`src/rtl/pep_ldb_blram_writer.sv`:
```
// rtl/pep_ldb_blram_writer.sv - packs BLWE coefficient beats into subword writes for the key-switch BLWE RAM
module pep_ldb_blram_writer #(
    parameter int OP_W          = 32,
    parameter int PID_W         = 6,
    parameter int KS_IF_COEF_NB = 4,
    parameter int KS_IF_SUBW_NB = 1,
    parameter int BLWE_COEF_NB  = 631
) (
    input  logic                                      clk,
    input  logic                                      s_rst_n,
    input  logic [PID_W-1:0]                          cmd_pid,
    input  logic                                      cmd_pbs_last,
    input  logic                                      cmd_vld,
    output logic                                      cmd_rdy,
    input  logic [KS_IF_COEF_NB*OP_W-1:0]             in_data,
    input  logic                                      in_vld,
    output logic                                      in_rdy,
    output logic [KS_IF_SUBW_NB-1:0]                  ldb_blram_wr_en,
    output logic [KS_IF_SUBW_NB*PID_W-1:0]            ldb_blram_wr_pid,
    output logic [KS_IF_SUBW_NB*KS_IF_COEF_NB*OP_W-1:0] ldb_blram_wr_data,
    output logic                                      ldb_blram_wr_pbs_last,
    output logic                                      ldb_seq_done,
    output logic [PID_W-1:0]                          ldb_seq_done_pid
);
    localparam int BEAT_NB      = (BLWE_COEF_NB + KS_IF_COEF_NB - 1) / KS_IF_COEF_NB;
    localparam int LAST_COEF_NB = BLWE_COEF_NB - (BEAT_NB - 1) * KS_IF_COEF_NB;
    localparam int BEAT_W       = (BEAT_NB > 1) ? $clog2(BEAT_NB) : 1;
    localparam int SUBW_W       = (KS_IF_SUBW_NB > 1) ? $clog2(KS_IF_SUBW_NB) : 1;
    localparam int BEAT_DW      = KS_IF_COEF_NB * OP_W;
    localparam logic [BEAT_W-1:0] LAST_BEAT = BEAT_W'(BEAT_NB - 1);
    localparam logic [SUBW_W-1:0] LAST_SUBW = SUBW_W'(KS_IF_SUBW_NB - 1);

    typedef enum logic {IDLE, LOAD} state_t;

    state_t                                 state;
    state_t                                 state_nxt;
    logic [PID_W-1:0]                       pid;
    logic                                   pbs_last;
    logic [BEAT_W-1:0]                      beat_cnt;
    logic [SUBW_W-1:0]                      subw_idx;
    logic [KS_IF_SUBW_NB-1:0][BEAT_DW-1:0]  buffer;
    logic [KS_IF_SUBW_NB-1:0][BEAT_DW-1:0]  buffer_nxt;
    logic [KS_IF_SUBW_NB-1:0][BEAT_DW-1:0]  wr_data_nxt;
    logic [KS_IF_SUBW_NB-1:0][BEAT_DW-1:0]  wr_data_q;
    logic [KS_IF_SUBW_NB-1:0]               wr_en_nxt;
    logic [BEAT_DW-1:0]                     beat_masked;
    logic                                   cmd_acc;
    logic                                   beat_acc;
    logic                                   last_beat;
    logic                                   final_beat;
    logic                                   flush;

    assign cmd_acc    = cmd_vld & cmd_rdy;
    assign beat_acc   = in_vld & in_rdy;
    assign last_beat  = (beat_cnt == LAST_BEAT);
    assign final_beat = beat_acc & last_beat;
    // A write goes out when the group of subwords is full or the BLWE ends.
    assign flush      = beat_acc & ((subw_idx == LAST_SUBW) | last_beat);

    assign ldb_blram_wr_data = wr_data_q;

    // State register.
    always_ff @(posedge clk or negedge s_rst_n) begin
        if (!s_rst_n) state <= IDLE;
        else          state <= state_nxt;
    end

    // Next state and handshake outputs; cmd_rdy stays low while reset is held.
    always_comb begin
        state_nxt = state;
        cmd_rdy   = 1'b0;
        in_rdy    = 1'b0;
        case (state)
            IDLE: begin
                cmd_rdy = s_rst_n;
                if (cmd_vld && s_rst_n) state_nxt = LOAD;
            end
            LOAD: begin
                in_rdy = 1'b1;
                if (in_vld && last_beat) state_nxt = IDLE;
            end
            default: state_nxt = IDLE;
        endcase
    end

    // Zero the padding lanes of the final beat, slot it into the group and build the write word.
    always_comb begin
        beat_masked = in_data;
        if (last_beat) begin
            for (int l = LAST_COEF_NB; l < KS_IF_COEF_NB; l++)
                beat_masked[l*OP_W +: OP_W] = '0;
        end
        buffer_nxt  = buffer;
        wr_en_nxt   = '0;
        wr_data_nxt = '0;
        for (int s = 0; s < KS_IF_SUBW_NB; s++) begin
            if (SUBW_W'(s) == subw_idx) buffer_nxt[s] = beat_masked;
            wr_en_nxt[s] = (SUBW_W'(s) <= subw_idx);
            if (wr_en_nxt[s]) wr_data_nxt[s] = buffer_nxt[s];
        end
    end

    // Command latch, beat/subword counters and partial-group buffer.
    always_ff @(posedge clk or negedge s_rst_n) begin
        if (!s_rst_n) begin
            pid      <= '0;
            pbs_last <= 1'b0;
            beat_cnt <= '0;
            subw_idx <= '0;
            buffer   <= '0;
        end else begin
            if (cmd_acc) begin
                pid      <= cmd_pid;
                pbs_last <= cmd_pbs_last;
            end
            if (beat_acc) begin
                beat_cnt <= last_beat ? '0 : beat_cnt + BEAT_W'(1);
                if (flush) begin
                    subw_idx <= '0;
                    buffer   <= '0;
                end else begin
                    subw_idx <= subw_idx + SUBW_W'(1);
                    buffer   <= buffer_nxt;
                end
            end
        end
    end

    // Registered write pulse and completion report.
    always_ff @(posedge clk or negedge s_rst_n) begin
        if (!s_rst_n) begin
            ldb_blram_wr_en       <= '0;
            ldb_blram_wr_pid      <= '0;
            wr_data_q             <= '0;
            ldb_blram_wr_pbs_last <= 1'b0;
            ldb_seq_done          <= 1'b0;
            ldb_seq_done_pid      <= '0;
        end else begin
            ldb_blram_wr_en       <= flush ? wr_en_nxt : '0;
            ldb_blram_wr_pid      <= flush ? {KS_IF_SUBW_NB{pid}} : '0;
            wr_data_q             <= flush ? wr_data_nxt : '0;
            ldb_blram_wr_pbs_last <= final_beat & pbs_last;
            ldb_seq_done          <= final_beat;
            if (final_beat) ldb_seq_done_pid <= pid;
        end
    end
endmodule

```
`config.mk`:
```
export PLATFORM = sky130hd
export DESIGN_NAME = pep_ldb_blram_writer
export DESIGN_NICKNAME = d
export VERILOG_FILES = /design/src/rtl/pep_ldb_blram_writer.sv
export SDC_FILE = /design/constraint.sdc
export NUM_CORES = 1
export LEC_CHECK = 0
export BUFFER_PORTS_ARGS = -buffer_cell sky130_fd_sc_hd__clkbuf_2
export CAP_MARGIN = 10
export CORE_MARGIN = 8
export CORE_UTILIZATION = 53
export CTS_CLUSTER_DIAMETER = 200
export CTS_CLUSTER_SIZE = 40
export DETAILED_ROUTE_END_ITERATION = 16
export PLACE_DENSITY_LB_ADDON = 0.12
export SLEW_MARGIN = 20
export SYNTH_ARGS = -nofsm -noshare
export SYNTH_HDL_FRONTEND = slang
export SYNTH_SLANG_ARGS = --single-unit
```
`constraint.sdc`:
```
create_clock -name clk -period 2 [get_ports clk]
set_clock_uncertainty 0.15 [all_clocks]
set_input_delay 0.3 -clock clk [delete_from_list [all_inputs] [get_ports clk]]
set_output_delay 0.3 -clock clk [all_outputs]
set_load 0.02 [all_outputs]
```
### Word level (Yosys, flattened, before mapping)

Index checks and enable logic that the tools add are counted.

* register bits after elaboration: 288
* input port bits: 139

* $add $sub $neg: 2
* $lt $le $gt $ge: 1
* equal/unequal tests: 1
* multiplexer cells: 14
* bitwise operators: 8
* reduce and logical (&&, ||, !) cells: 2

Operators by type and width (count)
* 128-bit two-way mux: 4
* 32-bit two-way mux: 1
* 8-bit by 1-bit adder with 8-bit output, second input constant: 1
* 8-bit == test, second input constant: 1
* 8-bit two-way mux: 1
* 1-bit two-way mux: 6
* 6-bit two-way mux: 1
* 1-bit AND: 5
* 1-bit logical AND: 2
* 1-bit inverter: 2
* 1-bit case mux with 2 select lines: 1
* 1-bit adder, second input constant: 1
* 1-bit less-or-equal comparator, first input constant: 1
* 1-bit bitwise OR: 1

### Longest topological paths before layout

* depth after elaboration: 5
* mapped depth: 8

### Least setup slack after synthesis

OpenSTA, ideal clock, no wires.

* path kind: register to register
* start: register beat_cnt[1]
* end: register buffer[119] in the netlist's numbering
* data arrival time: 1459 ps
* path slack: 248 ps
* stages on the path, launching flop included: 8
* period minus slack after synthesis: 1752 ps
* path through: dfrtp_1 -> inv_1 -> ha_1 -> nand4bb_4 -> o21ai_4 -> buf_2 -> buf_2 -> a21boi_0

* word-level cells in the longest chain between the ends: 4

RTL lines
* start, declared: line 39 `logic [BEAT_W-1:0] beat_cnt;`
* start signal, assigned: line 117 `beat_cnt <= last_beat ? '0 : beat_cnt + BEAT_W'(1);`
* 8-bit == test *: line 55 `assign last_beat = (beat_cnt == LAST_BEAT);`
* 32-bit two-way mux / 1-bit bitwise OR (equally long branches): line 89, 58
* 128-bit two-way mux / 1-bit AND (equally long branches): line 97, 58
* 128-bit two-way mux *: line 118 `if (flush) begin`
* end signal, assigned: line 123 `buffer <= buffer_nxt;`
* end, declared: line 41 `logic [KS_IF_SUBW_NB-1:0][BEAT_DW-1:0] buffer;`

Mark *: on every way between the ends. The rest lies on a longest branch, timed or not.
A chain may end at the register's enable or synchronous reset.

### Worst setup path after layout

* start: register beat_cnt[1]
* end: register wr_data_q (netlist bit ldb_blram_wr_data[58])

* word-level cells in the longest chain between the ends: 4

RTL lines
* 8-bit == test: line 55
* 1-bit bitwise OR: line 58 `assign flush = beat_acc & ((subw_idx == LAST_SUBW) | last_beat);`
* 1-bit AND: line 58
* 128-bit two-way mux: line 141 `wr_data_q <= flush ? wr_data_nxt : '0;`
* end signal, assigned: line 141
* end, declared: line 44 `logic [KS_IF_SUBW_NB-1:0][BEAT_DW-1:0] wr_data_q;`

No other way between the ends.

==> reports/metrics.yaml <==
multi_input_area_sq_mm: 0.00391
ys_ff_latch: 288
tightest_slew_ns: 0.901
timing.fmax_ghz: 0.531
drive_gt1_share_pct: 25.8
post_cts_buffers: 0
synth_common_cells: "dfrtp_1, nand4_1, a21oi_1"
p_per_area_mw_per_mm2: 777
path_max_fanout: 37
fin_area_sq_mm: 0.0149
globalplace.congestion: 0.789
drtAntennaViolNets: 0
die_area_sq_mm: 0.0269
placed_cell_area_sq_mm: 0.0133
chipWidth_um: 164
fin_crit_sh_pct: 94.2
timing.rr.start: "beat_cnt[1]"
status: "finished, final reports clean"
io_pins: 284
rsz0062_at_grt: "false"
min_from: "in_data[127]"
syn_inst: 1007
num_rows: 54
num_vias: 9062
synthesis.nets: 1148
ys.flop_type: "dfrtp_1"
hold_path_class: "in -> reg"
drc_errors: 0
clk-insertion-delay-late_ns: 0.49
hold_ws_ns: 0.0220
drt-total-wl_mm: 30.6
slew_headroom_pct: 40.0
vdd_ir_drop_max_mv: 0.521
syn2layout_area_growth_pct: 28.9
track_usage_pct: 22.1
whs_endpoint: "ldb_blram_wr_data[127]"
synth_top_area_share_pct: 62.2
grt_pass1_wl_mm: 49.0
drv_slew: 0
die_h_um: 164
grt_max_degree: 172
io_buffers: 283
whs_path_depth: 4
clkTransAtPathRegs_ns: 0.14
synth.top_cells.by_area: "dfrtp_1, a21boi_0, nand4_1"
grt-ovfl-total: 0
leakagePower_uw: 0.00708
r2r_end: "ldb_blram_wr_data[58]"
setup_viol: 0
synth.largest_area_cell: "dfrtp_1"
cap_violations: 0
synthArstFlopShare_pct: 100
yosysSeqAreaShare_pct: 62.2
antenna_found_initial: 1
cts_buffer_depth: 3
synth_edf_count: 0
wl_per_cell_um: 18.7
cts_made_buffers: 11
hold_viol: 0
fillers: 1566
rrSetupSlack_ns: 0.12
drt_iter0_drc: 671
reg2reg_depth: 6
cts-root-buf: "clkbuf_16"
netlist_area_sq_mm: 0.0116
synth.most_common_cell: "dfrtp_1"
grt_pass1_vias: 9380
ys_types: 37
end_kind: "register"
cts_sinks: 288
cts_tree: "yes"
regArea_sq_mm: 0.00721
fin_setup_tns_ns: 0
arrival_ns: 2.15
yosys_warnings: 0
initial_core_util_pct: 53.6
syn_avg_cell_area_sq_um: 11.5
vias_per_cell: 5.55
crit_path_start_kind: "register"
dpl.hpwl_mm: 18.1
fin_nets: 1493
worstPathRequired_ns: 2.27
period_minus_slack_ns: 1.88
core_sq_mm: 0.0216
htree_levels: 1
firstDrtPassIters: 5
critPathKind: "reg -> reg"
## through the flow
stage | power [uW] | utilization [%] | setup slack, ns | instances
global route | 12100 | 69.1 | 0.000403 | 1633
floorplan | 7780 | - | 0.248 | 1007
global placement | 8750 | 61.4 | 0.191 | 1486
CTS | 11700 | 68.8 | 0.0595 | 1629
detailed placement | 8760 | 61.4 | 0.122 | 1486
finish | 11600 | 69.1 | 0.117 | 1633
## worst max-delay path, stage by stage, from the launching register on
cell and delay, ns:
dfrtp_1 0.41, inv_1 0.06, ha_2 0.20, and4bb_4 0.39, buf_12 0.23, nand4_1 0.15, a21oi_1 0.19
## where the power goes
part	switching [uW]	total, uW	internal, uW	leakage, uW
logic	1640	2510	874	0.00306
registers	177	6340	6160	0.00387
clock network	1720	2770	1040	0.000148
total	3540	11600	8080	0.00708
## final cells by class
| cell class | instances | area share [%] |
|---|---|---|
| inverter | 3 | 0.0753 |
| antenna | 1 | 0.0167 |
| clock inverter | 1 | 0.201 |
| timing repair buffer | 442 | 21.1 |
| sequential | 288 | 48.2 |
| tap | 280 | 2.34 |
| clock buffer | 12 | 1.87 |
| multi-input combinational | 606 | 26.1 |
## routing by layer
| metal | track usage, % | part of all wire (%) |
|---|---|---|
| met3 | 4.54 | 6.9 |
| met4 | 5.99 | 2.4 |
| met2 | 35.5 | 48 |
| met5 | 0 | 0 |
| met1 | 30.3 | 43 |
## kinds of logic (layout without fill, tap and decap cells)
group | after synthesis | in the layout | share of synthesized area (%)
adders and majority gates | 2 | 2 | 0.216
xor gates and xnor gates | 1 | 1 | 0.0756
AOI/OAI and AO/OA | 301 | 301 | 16.1
other | 0 | 1 | 0
muxes | 15 | 15 | 1.45
and+or+nand+nor | 287 | 287 | 15.6
DFF | 288 | 288 | 62.2
buffers and inverters | 113 | 458 | 4.39
## state kept, by name (all words and copies together), names as in the netlist
signal,cells
pbs_last,1
ldb_seq_done,1
state,1
ldb_seq_done_pid,6
ldb_blram_wr_pid,6
ldb_blram_wr_pbs_last,1
ldb_blram_wr_data,128
ldb_blram_wr_en,1
pid,6
subw_idx,1
buffer,128
beat_cnt,8
## cells in the final DEF (no fill, tap or decap), types with 13 or more instances in the layout
| cell | Yosys | layout |
|---|---|---|
| clkbuf_2 | 0 | 282 |
| a21boi_0 | 121 | 121 |
| clkbuf_16 | 0 | 13 |
| mux2_2 | 14 | 14 |
| buf_12 | 0 | 14 |
| nand2b_1 | 96 | 96 |
| nand4_1 | 130 | 130 |
| o21ai_0 | 35 | 35 |
| a21oi_1 | 129 | 128 |
| nor2b_1 | 33 | 32 |
| dfrtp_1 | 288 | 287 |
| dlygate4sd3_1 | 0 | 131 |
## worst max path at each step
stage / start / end / slack, ns / cells after the start
finish: beat_cnt[1] / ldb_blram_wr_data[58] / 0.12 / 6
global route: beat_cnt[1] / ldb_blram_wr_data[33] / 0.0004 / 6
CTS: state / cmd_rdy / 0.06 / 2
detailed placement: beat_cnt[1] / buffer[60] / 0.12 / 6
global placement: beat_cnt[1] / buffer[71] / 0.19 / 6
floorplan: beat_cnt[1] / buffer[119] / 0.25 / 7
## what timing repair did
action | 4_1_cts | 5_1_grt
gates resized for setup | 0 | 3
hold buffers | 130 | 1
endpoints found under the hold margin | 417 | 1
endpoints found under the setup margin | 0 | 53
Power figures use the tool's default switching activity.
